===== config.mk =====
export PLATFORM = sky130hd
export DESIGN_NAME = mix_columns_sequencer
export DESIGN_NICKNAME = d
export VERILOG_FILES = /design/src/rtl/mix_columns_sequencer.sv
export SDC_FILE = /design/constraint.sdc
export NUM_CORES = 1
export LEC_CHECK = 0
export CAP_MARGIN = 20
export CORE_MARGIN = 8
export CORE_UTILIZATION = 53
export DETAILED_ROUTE_END_ITERATION = 6
export HOLD_SLACK_MARGIN = 0.06
export PLACE_DENSITY_LB_ADDON = 0.3
export SLEW_MARGIN = 40
export SYNTH_ARGS = -nofsm -noshare
export SYNTH_HDL_FRONTEND = slang
export SYNTH_SLANG_ARGS = --single-unit

===== constraint.sdc =====
create_clock -name clk -period 3.4 [get_ports clk]
set_clock_uncertainty 0.15 [all_clocks]
set_input_delay 0.51 -clock clk [delete_from_list [all_inputs] [get_ports clk]]
set_output_delay 0.51 -clock clk [all_outputs]
set_load 0.05 [all_outputs]

===== src/rtl/mix_columns_sequencer.sv =====
// mix_columns_sequencer
//   Sequences one shared 4-byte AES MixColumns multiplier (02/03/01/01 matrix)
//   over the four columns of a 128-bit state, one column per cycle, then holds
//   the reassembled result under valid/ready backpressure. A bypass input passes
//   the state through untouched for the final round.
//
// Ports
//   clk        : clock, rising edge
//   reset      : synchronous active-high reset
//   in_valid   : in_state/in_bypass valid
//   in_ready   : block accepts a state (IDLE only)
//   in_state   : 128-bit state, column c = in_state[127-32c -: 32], top byte MSB
//   in_bypass  : 1 = pass state through unchanged
//   out_valid  : out_state holds a completed result
//   out_ready  : downstream accepts out_state
//   out_state  : 128-bit result, same ordering as in_state
//   busy       : high in RUN or DONE
//   col_idx    : column being multiplied, 0 outside RUN
module mix_columns_sequencer (
    input  logic         clk,
    input  logic         reset,
    input  logic         in_valid,
    output logic         in_ready,
    input  logic [127:0] in_state,
    input  logic         in_bypass,
    output logic         out_valid,
    input  logic         out_ready,
    output logic [127:0] out_state,
    output logic         busy,
    output logic [1:0]   col_idx
);

    typedef enum logic [1:0] {
        ST_IDLE,
        ST_RUN,
        ST_DONE
    } state_t;

    state_t        state_q, state_d;
    logic [1:0]    col_q, col_d;
    logic [127:0]  work_q, work_d;
    logic [127:0]  out_q, out_d;
    logic [31:0]   col_in, col_out;
    logic [6:0]    col_lsb;

    function automatic logic [7:0] xtime(input logic [7:0] a);
        xtime = {a[6:0], 1'b0} ^ (a[7] ? 8'h1B : 8'h00);
    endfunction

    function automatic logic [31:0] mix_column(input logic [31:0] c);
        logic [7:0] b0, b1, b2, b3;
        b0 = c[31:24];
        b1 = c[23:16];
        b2 = c[15:8];
        b3 = c[7:0];
        mix_column = {xtime(b0) ^ xtime(b1) ^ b1 ^ b2 ^ b3,
                      xtime(b1) ^ xtime(b2) ^ b2 ^ b3 ^ b0,
                      xtime(b2) ^ xtime(b3) ^ b3 ^ b0 ^ b1,
                      xtime(b3) ^ xtime(b0) ^ b0 ^ b1 ^ b2};
    endfunction

    // Column c occupies bits [32*(3-c) +: 32]; 3-c is just ~c on two bits.
    assign col_lsb = {~col_q, 5'b0_0000};
    assign col_in  = work_q[col_lsb +: 32];
    assign col_out = mix_column(col_in);

    always_comb begin
        state_d = state_q;
        col_d   = col_q;
        work_d  = work_q;
        out_d   = out_q;
        case (state_q)
            ST_IDLE: begin
                if (in_valid) begin
                    if (in_bypass) begin
                        out_d   = in_state;
                        state_d = ST_DONE;
                    end else begin
                        work_d  = in_state;
                        col_d   = 2'd0;
                        state_d = ST_RUN;
                    end
                end
            end
            ST_RUN: begin
                work_d[col_lsb +: 32] = col_out;
                col_d = col_q + 2'd1;
                if (col_q == 2'd3) begin
                    // Final column lands in the output register on the same edge.
                    out_d   = work_d;
                    state_d = ST_DONE;
                end
            end
            ST_DONE: begin
                if (out_ready) begin
                    state_d = ST_IDLE;
                end
            end
            default: state_d = ST_IDLE;
        endcase
    end

    always_ff @(posedge clk) begin
        if (reset) begin
            state_q <= ST_IDLE;
            col_q   <= '0;
            work_q  <= '0;
            out_q   <= '0;
        end else begin
            state_q <= state_d;
            col_q   <= col_d;
            work_q  <= work_d;
            out_q   <= out_d;
        end
    end

    assign in_ready  = (state_q == ST_IDLE);
    assign busy      = (state_q == ST_RUN) || (state_q == ST_DONE);
    assign out_valid = (state_q == ST_DONE);
    assign out_state = out_q;
    assign col_idx   = (state_q == ST_RUN) ? col_q : 2'd0;

endmodule

==> results.txt <==
- OpenSTA, run right after detailed placement, puts the worst setup slack at 0.308 ns.
- STA puts the critical path data arrival time at between 2 and 3 ns.
- In the post-route analysis, the smallest setup slack over all paths is ~0.22 ns.
- Yosys mapped a number of flops with a built-in enable equal to 0.
- Routability-driven placement finished with a final weighted congestion of approximately 0.98.
- The flow ran to the end, and the final reports show no timing, DRC or antenna violations.
- The layout has 1,957 filler cells.
* I/O pin count: about 270
* Via count of the first global-routing pass: 13,000
- The worst pin sits at a relative slew slack of between 40% and 50%.
* First-iteration detailed-routing DRC count: about 1,700
* Worst-path fanout max: 17
- In this run, post-CTS repair resized a total of 0 instances.
* Most common cell in the netlist: sky130_fd_sc_hd__nor2_1
- Tcrit/Tclk final: ~94%
- For the finished layout, the period the worst path requires is between 3 and 4 ns.
* Critical-path cell list: buf_4 > nand2_1 > inv_1 > clkdlybuf4s50_1
- Summing the areas of all compound-gate instances in the mapped netlist gives about a quarter of the synthesized area.
- Crit path max-delay cell type: sky130_fd_sc_hd__clkdlybuf4s50_1
- Die Footprint: around 0.031 mm²
* Most area-consuming cells after synthesis: sky130_fd_sc_hd__dfxtp_1, sky130_fd_sc_hd__nor2_1, sky130_fd_sc_hd__a211oi_1, sky130_fd_sc_hd__xnor3_1, sky130_fd_sc_hd__mux4_2
- The count of endpoints failing hold in the final timing report is 0.
- At the end of the flow, the number of nets in the layout was 1,918.
* Remaining global-route overflow: 0
* Crit path launch type: flip-flop
- Buffers added to address setup during post-CTS repair amount to 0.
- Counting the buffers created by CTS gives 28.
- Averaged over all synthesized cells, the footprint is approximately 8.6 µm².
- Count of unresolved DRC violations after routing: 0
- Standard-cell rows: 58
- Worst min-delay path class: input port to flip-flop
- CTS HTree Levels: 1
- The count of final max-slew check failures is 0.
- Setup repair after global routing left no endpoint under its margin.
* Leakage power summed over all cells: ~6.4 nW
* Biggest area consumer among synthesized cells: sky130_fd_sc_hd__dfxtp_1
- WL final: roughly 52,000 µm
- Hold Path Cell Cnt: 2
- Effective utilization at floorplan: between 50% and 60%
* Worst-Margin Slew: approximately 0.84 ns
- Growth of design area from synthesis to finish: 28.6%
- Power per unit of standard cell area: around 1300 mW/mm²
- Share of synthesized cell area in full adder, half adder and majority cells: less than 1%
- Cell count after synthesis: 1,591
- STA classifies the critical path endpoint as an output port.
- Combined area of all synthesized cells: between 0.01 and 0.015 mm²
- Of the total synthesized cell area, the portion taken by XOR and XNOR cells is ~9.0%.
* Warnings from Yosys: 0
- Entering global routing, the biggest net connects approximately 150 pins.
- The routed layout has 13,500 vias.
- In this run, distinct cell masters in the synthesized netlist total 41.
* N_diodes: 0
- Clock input transition at the sequential cells of the worst setup and hold paths: roughly 0.060 ns
- Chip width: about 180 µm
* Cell family with most CP delay: buffers and inverters
- Aggregate global-route resource usage: 32.1%
- Ranked by instance count, the synthesized netlist is headed by sky130_fd_sc_hd__nor2_1, sky130_fd_sc_hd__dfxtp_1, sky130_fd_sc_hd__nand2_1, sky130_fd_sc_hd__clkbuf_1, sky130_fd_sc_hd__a211oi_1.
* Global-route wire length before repair: around 80,000 µm
* Fraction of final layout cells with drive strength greater than 1: just over 8%
* Fmax: approximately 310 MHz
- For this run, the detailed router's first-pass iteration total came to 6.
* WP buf/inv: 3
- Setup Total Neg Slack: 0 ns
- After Yosys synthesis, and, or, nand and nor cells account for between 10% and 20% of the synthesized area.
* Top cell type's share of synthesized area: about two fifths
* Hpwl dp: 37,100 µm
- The detail route stage leaves a number of antenna-violating nets equal to 0.
- Drt via density: 6.33
* Met1 GRT Util: just under 40%
* Main combinational cell family by area after synthesis: compound AO/OA/AOI/OAI gates
* Quantity of hold-fixing buffers added after cts: 0
* MaxCap Viol Count: 0
- Fraction of registers with async set or reset after synthesis: 0%
- In the final routed layout, each cell accounts on average for between 20 and 25 µm.
* Port Buffers: 265
- Worst Reg2Reg Path Length in Cells: 5
- Setup violations remaining at the end of the flow were counted as 0.
- In this run the deepest clock path goes through 3 buffers.
- Counting every net in the synthesized netlist gives 1,732.
* Clock tree from TritonCTS: built
- Worst Path Required: around 2.7 ns
* Busiest metal layer after global routing: met2
* Antenna violations before repair: 0
- Buffer cell driving the clock tree root: sky130_fd_sc_hd__clkbuf_16
* Met2 Use GR: 53.3%
* Levels on crit path: 4
* Proportion of synthesized chip area in sequential cells: 38.2%
- The total area inside the core boundary comes to between 0.02 and 0.03 mm².
- Skew-Pair Late Insertion Delay: approximately 0.55 ns
- The critical path in this run is classified as flip-flop to output port.
- Routing usage on met3: under 10%
- Mux share of post-synthesis cell area: under 10%
- The die is between 150 and 200 µm tall.
* Clock sinks: 260
* IR Drop Worst-Case VDD: ~0.00084 V
- The largest single stage delay on the critical path is 0.81 ns.
- In this run, synthesis produced a sequential element count of 260.
- Among all flip-flop cells after synthesis, the most frequent one is sky130_fd_sc_hd__dfxtp_1.
## per-layer routing
metal	vias to the layer above	wire, µm	share of wire, %
met5	-	0	0
met4	0	2980	5.7
met2	752	24800	48
met1	6383	19700	38
li1	6160	-	-
met3	168	4420	8.5
## kinds of logic after synthesis
| family | Yosys count |
|---|---|
| multiplexers | 33 |
| AND/OR/NAND/NOR | 609 |
| AO/OA/AOI/OAI | 430 |
| adder cells (fa/ha/maj) | 8 |
| XOR/XNOR | 77 |
| buffers and inverters | 174 |
| flip-flops | 260 |
## cells in the final DEF, fill, tap and decap left out, types with 3 or more instances in the layout
cell type,n
sky130_fd_sc_hd__nor2_1,348
sky130_fd_sc_hd__clkdlybuf4s50_1,263
sky130_fd_sc_hd__dfxtp_1,258
sky130_fd_sc_hd__nand2_1,144
sky130_fd_sc_hd__a211oi_1,137
sky130_fd_sc_hd__nor3_1,103
sky130_fd_sc_hd__o2bb2ai_1,51
sky130_fd_sc_hd__a22oi_1,48
sky130_fd_sc_hd__a21oi_1,48
sky130_fd_sc_hd__buf_4,43
sky130_fd_sc_hd__o32ai_1,32
sky130_fd_sc_hd__clkbuf_16,29
sky130_fd_sc_hd__xnor3_1,28
sky130_fd_sc_hd__o21ai_0,28
sky130_fd_sc_hd__o22ai_1,28
sky130_fd_sc_hd__mux4_2,27
sky130_fd_sc_hd__xnor2_1,21
sky130_fd_sc_hd__inv_1,15
sky130_fd_sc_hd__a221oi_1,15
sky130_fd_sc_hd__a211o_1,13
sky130_fd_sc_hd__xor2_1,12
sky130_fd_sc_hd__a311oi_1,9
sky130_fd_sc_hd__o221ai_1,8
sky130_fd_sc_hd__clkbuf_8,8
sky130_fd_sc_hd__ha_1,7
sky130_fd_sc_hd__clkinv_2,7
sky130_fd_sc_hd__buf_12,7
sky130_fd_sc_hd__xnor2_2,6
sky130_fd_sc_hd__xor3_1,6
sky130_fd_sc_hd__a221oi_2,6
sky130_fd_sc_hd__mux4_1,5
sky130_fd_sc_hd__and3_1,4
sky130_fd_sc_hd__xor2_2,4
sky130_fd_sc_hd__o21bai_1,4
sky130_fd_sc_hd__nor2b_1,3
sky130_fd_sc_hd__bufinv_16,3
## worst paths after layout
check | startpoint | slack [ns] | endpoint
setup reg to reg | col_q[0] | 0.22 | work_q[24]
hold reg to reg | out_state[77] | 0.34 | out_state[77]
setup / recovery | col_q[0] | 0.22 | col_idx[0]
hold / removal | reset | 0.34 | state_q[0]
## flip-flops by register name (all words and copies together), names as in the netlist
| name | cells |
|---|---|
| out_state | 128 |
| work_q | 128 |
| col_q | 2 |
| state_q | 2 |
## worst reg2reg max path, delay by kind of cell (launching register included)
family                    cells  cell delay (ns)
DFF                           1             0.62
AOI/OAI and AO/OA             2             0.49
xor gates and xnor gates      2             1.12
muxes                         1             0.72
## through the flow
stage,cell area [µm²],total power [mW],std cells,hold WS (ns),utilization [%]
finish,17500,22.9,2128,0.339,69.4
global route,17500,23.8,2128,0.346,69.4
CTS,17500,22.7,2128,0.315,69.4
detailed placement,16600,19.5,2077,0.339,65.6
global placement,16600,19.3,2077,0.335,65.6
floorplan,13600,14.1,1591,0.328,-
## final cells by class
| class | instances | area (µm²) | area share [%] |
|---|---|---|---|
| Multi-Input combinational cell | 1157 | 7770 | 44.3 |
| Sequential cell | 260 | 5210 | 29.7 |
| Timing Repair Buffer | 314 | 3110 | 17.7 |
| Clock buffer | 38 | 830 | 4.73 |
| Tap cell | 330 | 413 | 2.35 |
| Clock inverter | 13 | 149 | 0.849 |
| Inverter | 16 | 62.6 | 0.357 |
## power by group
group | internal, mW | switching, mW | total, mW
clock network | 1.93 | 1.30 | 3.23
logic | 5.24 | 9.12 | 14.4
registers | 4.26 | 1.04 | 5.30
total | 11.4 | 11.5 | 22.9
Note: power is estimated with default switching activity, not from simulation.
